**config.mk**
```make
export PLATFORM = sky130hd
export DESIGN_NAME = spike_link_tx
export DESIGN_NICKNAME = d
export VERILOG_FILES = /design/src/rtl/spike_link_tx.sv
export SDC_FILE = /design/constraint.sdc
export NUM_CORES = 1
export LEC_CHECK = 0
export CAP_MARGIN = 15
export CORE_MARGIN = 4
export CORE_UTILIZATION = 48
export DETAILED_ROUTE_END_ITERATION = 7
export PLACE_DENSITY_LB_ADDON = 0.05
export SETUP_SLACK_MARGIN = 0.3
export SLEW_MARGIN = 5
export SYNTH_ARGS = -nofsm -noshare
export SYNTH_HDL_FRONTEND = slang
export SYNTH_SLANG_ARGS = --single-unit
```
**constraint.sdc**
```tcl
create_clock -name clk -period 3.3 [get_ports clk]
set_input_delay 0.33 -clock clk [delete_from_list [all_inputs] [get_ports clk]]
set_output_delay 0.33 -clock clk [all_outputs]
set_load 0.01 [all_outputs]
```
**src/rtl/spike_link_tx.sv**
```systemverilog
// spike_link_tx: transmit end of the FPGA-to-FPGA spike link.
// Queues single-cycle spike events as a count and drives each one onto a pin
// as a pulse of fixed high width followed by a guaranteed low gap, so the
// remote rack can sample every event reliably. One instance per output pin.
//
// Optional feature: define SPIKE_TX_DROP_CNT_EN to count events lost to queue
// saturation (saturating 16-bit counter). Without it dropped_count is 16'd0.
module spike_link_tx #(
    parameter int PEND_W   = 4,
    parameter int HIGH_CYC = 2,
    parameter int LOW_CYC  = 2
) (
    input  logic              clk,
    input  logic              reset_n,
    input  logic              enable,
    input  logic              spike_in,
    output logic              spike_out,
    output logic              busy,
    output logic [PEND_W-1:0] pending,
    output logic [31:0]       sent_count,
    output logic [15:0]       dropped_count
);

    // FSM encoding
    localparam logic [1:0] ST_IDLE = 2'd0;
    localparam logic [1:0] ST_HIGH = 2'd1;
    localparam logic [1:0] ST_LOW  = 2'd2;

    // Phase counter must hold the larger of the two reload values
    localparam int CNT_MAX_CYC = (HIGH_CYC > LOW_CYC) ? HIGH_CYC : LOW_CYC;
    localparam int CNT_W       = (CNT_MAX_CYC > 1) ? $clog2(CNT_MAX_CYC) : 1;

    localparam logic [CNT_W-1:0]  HIGH_LOAD = CNT_W'(HIGH_CYC - 1);
    localparam logic [CNT_W-1:0]  LOW_LOAD  = CNT_W'(LOW_CYC - 1);
    localparam logic [CNT_W-1:0]  CNT_ONE   = CNT_W'(1);
    localparam logic [CNT_W-1:0]  CNT_ZERO  = CNT_W'(0);
    localparam logic [PEND_W-1:0] PEND_MAX  = {PEND_W{1'b1}};
    localparam logic [PEND_W-1:0] PEND_ONE  = PEND_W'(1);
    localparam logic [PEND_W-1:0] PEND_ZERO = PEND_W'(0);

    logic [1:0]        state_r;
    logic [1:0]        state_nxt_s;
    logic [CNT_W-1:0]  cnt_r;
    logic [CNT_W-1:0]  cnt_nxt_s;
    logic              spike_out_r;
    logic              busy_r;
    logic [PEND_W-1:0] pending_r;
    logic [PEND_W-1:0] pending_nxt_s;
    logic [31:0]       sent_count_r;
    logic              start_s;
    logic              accept_s;
    logic              pend_nz_s;
    logic              pend_full_s;
    logic              cnt_zero_s;
    logic              can_start_s;

    assign pend_nz_s   = (pending_r != PEND_ZERO);
    assign pend_full_s = (pending_r == PEND_MAX);
    assign cnt_zero_s  = (cnt_r == CNT_ZERO);
    assign can_start_s = enable && pend_nz_s;

    // A new event is always taken when a pulse starts in the same cycle,
    // because the start frees a slot even if the queue was full.
    assign accept_s = spike_in && (!pend_full_s || start_s);

    // Next-state logic: IDLE -> HIGH -> LOW -> (HIGH back-to-back | IDLE)
    always_comb begin
        state_nxt_s = state_r;
        cnt_nxt_s   = cnt_r;
        start_s     = 1'b0;
        case (state_r)
            ST_IDLE: begin
                if (can_start_s) begin
                    state_nxt_s = ST_HIGH;
                    cnt_nxt_s   = HIGH_LOAD;
                    start_s     = 1'b1;
                end else begin
                    state_nxt_s = ST_IDLE;
                    cnt_nxt_s   = CNT_ZERO;
                end
            end
            ST_HIGH: begin
                if (!cnt_zero_s) begin
                    cnt_nxt_s = cnt_r - CNT_ONE;
                end else begin
                    state_nxt_s = ST_LOW;
                    cnt_nxt_s   = LOW_LOAD;
                end
            end
            ST_LOW: begin
                if (!cnt_zero_s) begin
                    cnt_nxt_s = cnt_r - CNT_ONE;
                end else if (can_start_s) begin
                    state_nxt_s = ST_HIGH;
                    cnt_nxt_s   = HIGH_LOAD;
                    start_s     = 1'b1;
                end else begin
                    state_nxt_s = ST_IDLE;
                    cnt_nxt_s   = CNT_ZERO;
                end
            end
            default: begin
                state_nxt_s = ST_IDLE;
                cnt_nxt_s   = CNT_ZERO;
            end
        endcase
    end

    // Pending-queue count: +1 on accepted event, -1 on pulse start
    always_comb begin
        pending_nxt_s = pending_r;
        if (accept_s && !start_s) begin
            pending_nxt_s = pending_r + PEND_ONE;
        end else if (start_s && !accept_s) begin
            pending_nxt_s = pending_r - PEND_ONE;
        end else begin
            pending_nxt_s = pending_r;
        end
    end

    // FSM state, phase counter and registered pin/status outputs
    always_ff @(posedge clk) begin
        if (!reset_n) begin
            state_r     <= ST_IDLE;
            cnt_r       <= CNT_ZERO;
            spike_out_r <= 1'b0;
            busy_r      <= 1'b0;
        end else begin
            state_r     <= state_nxt_s;
            cnt_r       <= cnt_nxt_s;
            spike_out_r <= (state_nxt_s == ST_HIGH);
            busy_r      <= (state_nxt_s != ST_IDLE);
        end
    end

    // Pending count and sent-pulse counter (sent_count wraps naturally)
    always_ff @(posedge clk) begin
        if (!reset_n) begin
            pending_r    <= PEND_ZERO;
            sent_count_r <= 32'd0;
        end else begin
            pending_r <= pending_nxt_s;
            if (start_s) begin
                sent_count_r <= sent_count_r + 32'd1;
            end else begin
                sent_count_r <= sent_count_r;
            end
        end
    end

`ifdef SPIKE_TX_DROP_CNT_EN
    logic        drop_s;
    logic [15:0] dropped_count_r;

    // Saturating increment so a long overload never wraps back to a small value
    function automatic logic [15:0] sat_inc16(input logic [15:0] value);
        logic [15:0] result;
        if (value == 16'hFFFF) begin
            result = value;
        end else begin
            result = value + 16'd1;
        end
        return result;
    endfunction

    assign drop_s = spike_in && !accept_s;

    // Count events lost because the queue was full and nothing left it
    always_ff @(posedge clk) begin
        if (!reset_n) begin
            dropped_count_r <= 16'd0;
        end else if (drop_s) begin
            dropped_count_r <= sat_inc16(dropped_count_r);
        end else begin
            dropped_count_r <= dropped_count_r;
        end
    end

    assign dropped_count = dropped_count_r;
`else
    assign dropped_count = 16'd0;
`endif

    assign spike_out  = spike_out_r;
    assign busy       = busy_r;
    assign pending    = pending_r;
    assign sent_count = sent_count_r;

endmodule

```
==> results.json, run 1 <==
{
  "status": "finished clean",
  "multi_input_area_sq_um": 1171,
  "netlist.top_cell.by_area": "dfxtp_1",
  "crit_end": "pending[3]$_SDFFE_PN0P_",
  "cts_inserted_buffers": 5,
  "fin_nets": 292,
  "setup_tns_ns": 0,
  "core-area_sq_um": 4144,
  "firstDrtPassIters": 4,
  "r2r_cells": 11,
  "worstSetupStartpointType": "flip-flop",
  "fin_crit_sh_pct": 84.04,
  "hold_viol_final": 0,
  "syn_avg_cell_area_sq_um": 8.717,
  "cts_tree": "done",
  "die_w_microns": 74.43,
  "ant_nets": 0,
  "ff_latch_area_sq_um": 822.0,
  "grt_use_total_pct": 16.56,
  "max_freq_mhz": 360.6,
  "cts_buffer_depth": 2,
  "grt_setup_unrepaired": "no",
  "layout-drive-gt1-share_pct": 5.634,
  "fillers": 357,
  "antenna_found_initial": 0,
  "peakVddDrop_mv": 0.3916,
  "hold_class": "reg -> reg",
  "crit_path_start": "pending[1]$_SDFFE_PN0P_",
  "synthFlopType": "dfxtp_1",
  "routedWlPerCell_microns": 13.03,
  "cts_root_buffer": "clkbuf_8",
  "holdWs_ns": 0.4916,
  "drc": 0,
  "gp_congestion": 0.8110,
  "synth_cell_types": 36,
  "grt_max_degree": 23,
  "grt_first_pass_wirelength_microns": 7120,
  "io_buffers": 41,
  "fin_crit_ns": 2.773,
  "vias": 1749,
  "first_iter_violations": 73,
  "ys_warn_count": 0,
  "synth-async-reset-ratio_pct": 0,
  "synth_seq_cells": 41,
  "fp-row-count": 23,
  "power.density_nw_per_um2": 510.2,
  "cts_setup_buffers": 0,
  "cts.reportedPaths.clkPinSlew_ns": 0.08,
  "synth-seq-area-share_pct": 38.75,
  "worst_ep_arrival_time_ns": 3.00,
  "yosysMostFrequentCell": "dfxtp_1",
  "cts_max_level": 2,
  "setup_viol": 0,
  "grt_pass1_vias": 1606,
  "critPathKind": "reg -> reg",
  "io_pins": 58,
  "synth.area.top_cells": "dfxtp_1 (39%), and2_1 (7.4%), xor2_1 (6.2%)",
  "area_growth_pct": 24.39,
  "cts.sinks": 41,
  "crit_fanout": 6,
  "diodes": 0,
  "final_util_pct": 63.59,
  "place_ws_ns": 0.2104,
  "maxCapViolCount": 0,
  "routed_wl_microns": 4353,
  "regToRegSetupSlack_ns": 0.53,
  "r2r_start": "pending[1]$_SDFFE_PN0P_",
  "slew_violations": 0,
  "p_total_w": 0.001344,
  "grt_overflow": 0,
  "synth_common_cells": "dfxtp_1 (41), and2_1 (25), nand2_1 (19)",
  "routed_via_density": 5.237,
  "synthCells": 243,
  "die_area_sq_um": 5540,
  "cp.required_ns": 3.53,
  "p_leak_nw": 1.014,
  "cp-end-kind": "flip-flop",
  "worst_pin_slew_ns": 0.6381,
  "synth_area_sq_um": 2118,
  "hpwl_microns": 3057,
  "clk_latency_ns": 0.30,
  "yosys.area.top_type_share_pct": 38.75,
  "relSlewSlack_pct": 57.33,
  "die_h_microns": 74.43,
  "synth-edff-count": 0,
  "setup_slack_ns": 0.5266,
  "fin_worst_skew_ns": 0.008477,
  "r2r-end": "pending[3]$_SDFFE_PN0P_",
  "initial_core_util_pct": 51.12
}
[power by group]
group	internal (W)	leakage, nW	switching (W)
logic	0.000176	0.624	0.000148
clock network	0.000246	0.0574	0.000177
registers	0.000540	0.332	0.0000572
total	0.000962	1.01	0.000382
[registers in the layout, summed over array words and instances, names as in the netlist]
register	flops
spike_out	1
pending	4
sent_count	32
busy	1
state_r	2
cnt_r	1
[worst max-delay path, stage by stage, from the launching register on]
cell and delay (ns):
dfxtp_1 0.38, or4_4 0.56, and3_1 0.25, clkinv_1 0.07, ha_1 0.17, inv_1 0.09, ha_1 0.28, a21o_1 0.17
a21oi_1 0.17, xnor2_1 0.09, or3_1 0.30, a21boi_0 0.17
[worst min path at each step]
stage,end,start,cells after the start
floorplan,sent_count[25]$_SDFFE_PN0N_,reset_n,2
detailed placement,sent_count[28]$_SDFFE_PN0N_,sent_count[28]$_SDFFE_PN0N_,2
global route,sent_count[28]$_SDFFE_PN0N_,sent_count[28]$_SDFFE_PN0N_,2
global placement,sent_count[28]$_SDFFE_PN0N_,sent_count[28]$_SDFFE_PN0N_,2
finish,sent_count[28]$_SDFFE_PN0N_,sent_count[28]$_SDFFE_PN0N_,2
CTS,sent_count[28]$_SDFFE_PN0N_,sent_count[28]$_SDFFE_PN0N_,2
[per-stage QoR]
stage,area (sq um),cells
final,2635,334
after global routing,2635,334
after CTS,2630,334
after detailed placement,2510,326
after global placement,2510,326
after floorplan,2175,258
[layout by cell type, fill, tap and decap left out, types with 7 or more instances in the layout]
cell type        Yosys  final
nand2_1             19     19
o21ai_0              7      7
nand4_1             10     10
dfxtp_1             41     40
nor3_1              11     11
nor4_1              10     10
xnor2_1             11     11
nand3_1             10     10
clkdlybuf4s50_1      0     41
conb_1               1     16
xor2_1              15     15
and2_1              25     25
[cells by family after synthesis]
kind of cell | Yosys count | share of synthesized area, %
AOI/OAI and AO/OA | 25 | 7.324
xor gates and xnor gates | 26 | 10.75
adders and majority gates | 5 | 3.308
buffers and inverters | 33 | 8.801
DFF | 41 | 38.75
muxes | 3 | 1.418
other | 1 | 0.1770
and+or+nand+nor | 109 | 29.47
[final cells by class]
class                           instances  area share [%]
Inverter                                7          0.9971
Tap cell                               50           2.374
Clock buffer                            6           3.134
Multi-Input combinational cell        184           44.44
Timing Repair Buffer                   44           16.43
Clock inverter                          2           1.424
Sequential cell                        41           31.20
[timing repair]
| item | in CTS | in global routing |
|---|---|---|
| gates resized for setup | 0 | 2 |
| setup endpoints to repair | 0 | 1 |
| hold endpoints to repair | 0 | 0 |
| hold buffers | 0 | 0 |
[metal layers]
metal | wire length, microns | global-route usage [%] | part of all wire [%]
met1 | 2089 | 21.42 | 48
met2 | 1913 | 26.34 | 44
met3 | 299 | 5.405 | 6.9
met4 | 51 | 4.941 | 1.2
met5 | 0 | 0 | 0
Power figures use the tool's default switching activity.
==> run 2, diff against run 1 <==
clock period = 2.7 ns   (was 3.3 ns; I/O delays follow)
==> run 2 against run 1 <==
  * Register-to-register slack got worse by 0.27 ns
  * Largest power group unchanged
  * Critical path type unchanged
  * Count of clock-buffer cells in the layout shrank 1
  * Utilization increased by 2.6 points
==> results.json, run 2 (synthesized netlist as in run 1, its figures left out) <==
{
  "status": "finished clean",
  "die_area_sq_um": 5540,
  "crit_chain": "or4_4 -> and3_4 -> clkinv_4 -> ha_4 -> inv_2 -> ha_1 -> a21o_1 -> a21oi_2 -> xnor2_1 -> or3_1 -> a21boi_1",
  "relSlewSlack_pct": 56.39,
  "area_growth_pct": 29.47,
  "initial_core_util_pct": 51.12,
  "grt_max_degree": 21,
  "core-area_sq_um": 4144,
  "crit_fanout": 3,
  "crit_path_start": "pending[0]$_SDFFE_PN0P_",
  "peakVddDrop_mv": 0.5627,
  "setup_viol": 0,
  "max_freq_mhz": 409.8,
  "cts_buffer_depth": 2,
  "routed_via_density": 5.143,
  "critPathMaxStageDelay_ns": 0.53,
  "die_h_microns": 74.43,
  "first_iter_violations": 93,
  "worst_pin_slew_ns": 0.6521,
  "largest_reg_flops": 32,
  "vias": 1759,
  "final_cell_mix": "clkdlybuf4s50_1 (41), dfxtp_1 (38), and2_1 (25)",
  "antenna_found_initial": 0,
  "grt_pass1_vias": 1649,
  "worst_ep_arrival_time_ns": 2.67,
  "cts.sinks": 41,
  "clk_latency_ns": 0.29,
  "grt_first_pass_wirelength_microns": 7486,
  "regToRegSetupSlack_ns": 0.26,
  "maxCapViolCount": 0,
  "hpwl_microns": 3105,
  "worstSetupStartpointType": "flip-flop",
  "diodes": 0,
  "hold_class": "reg -> reg",
  "r2r_start": "pending[0]$_SDFFE_PN0P_",
  "dpl-instance-area_sq_um": 2577,
  "routedWlPerCell_microns": 12.78,
  "grt_setup_unrepaired": "yes",
  "cp.required_ns": 2.93,
  "fin_nets": 300,
  "cts_max_level": 2,
  "setup_tns_ns": 0,
  "critPathKind": "reg -> reg",
  "postCtsHoldBufs": 0,
  "p_leak_nw": 1.067,
  "die_w_microns": 74.43,
  "layout-drive-gt1-share_pct": 10.62,
  "hp-start": "sent_count[28]$_SDFFE_PN0N_",
  "holdWs_ns": 0.4953,
  "layout_commonest_cell": "clkdlybuf4s50_1",
  "fin_crit_ns": 2.440,
  "grt_use_total_pct": 17.20,
  "fin_worst_skew_ns": 0.009525,
  "grt_overflow": 0,
  "cp-end-kind": "flip-flop",
  "cp_slowest_cell": "or4_4",
  "io_pins": 58,
  "cts_tree": "done",
  "fillers": 364,
  "gp_congestion": 0.8364,
  "cts_root_buffer": "clkbuf_8",
  "fp-row-count": 23,
  "fin_crit_sh_pct": 90.37,
  "cts_inserted_buffers": 5,
  "io_buffers": 41,
  "drc": 0,
  "slew_violations": 0,
  "routed_wl_microns": 4370,
  "ant_nets": 0,
  "final_cell_area_sq_um": 2743,
  "power.density_nw_per_um2": 653.9,
  "firstDrtPassIters": 4,
  "cts.reportedPaths.clkPinSlew_ns": 0.08,
  "hold_viol_final": 0
}
[run 2: metrics by stage]
step | total power, W | instances | setup slack [ns] | utilization [%]
floorplan | 0.001042 | 258 | 0.2676 | -
global placement | 0.001173 | 330 | 0.1674 | 62.20
detailed placement | 0.001182 | 330 | 0.1155 | 62.20
CTS | 0.001803 | 342 | 0.2465 | 66.15
global route | 0.001889 | 342 | 0.1618 | 66.18
finish | 0.001793 | 342 | 0.2600 | 66.18
[run 2: power by group]
group / internal (W) / switching [W]
registers: 0.000665 / 0.0000525
logic: 0.000273 / 0.000218
clock network: 0.000367 / 0.000219
total: 0.00130 / 0.000489
[run 2: final cells by class]
cell class | instances | area (sq um) | share of cell area, %
inverters | 7 | 31.28 | 1.141
multi-input cells | 184 | 1192 | 43.48
clock inverters | 3 | 65.06 | 2.372
flip-flops and latches | 41 | 829.5 | 30.25
repair buffers | 52 | 493.0 | 17.97
clock buffers | 5 | 68.82 | 2.509
well taps | 50 | 62.56 | 2.281
[run 2: repair_timing]
action | in CTS | in global routing
pin swaps | 1 | 0
hold endpoints to repair | 0 | 0
gates resized for setup | 0 | 1
buffers inserted | 4 | 0
endpoints found under the setup margin | 1 | 4
[run 2: path summary, 6_finish.rpt]
kind                                 end  cells past startpoint
max              pending[3]$_SDFFE_PN0P_                     11
min          sent_count[28]$_SDFFE_PN0N_                      2
max reg2reg      pending[3]$_SDFFE_PN0P_                     11
min reg2reg  sent_count[28]$_SDFFE_PN0N_                      2
[run 2: worst max-delay path: cells and delay by family (launching register included)]
family	cells	cell delay [ns]
simple gates	3	1.05
flops	1	0.35
xor+xnor	1	0.08
buf+inv	2	0.10
fa+ha+maj	2	0.40
compound gates	3	0.40
[run 2: per-layer routing]
metal  part of all wire [%]  vias up  global-route usage (%)
li1                       -      898                       -
met1                     49      811                   23.62
met2                     45       46                   27.02
met3                    4.9        4                   4.054
met4                   0.87        0                   4.743
met5                      0        -                       0
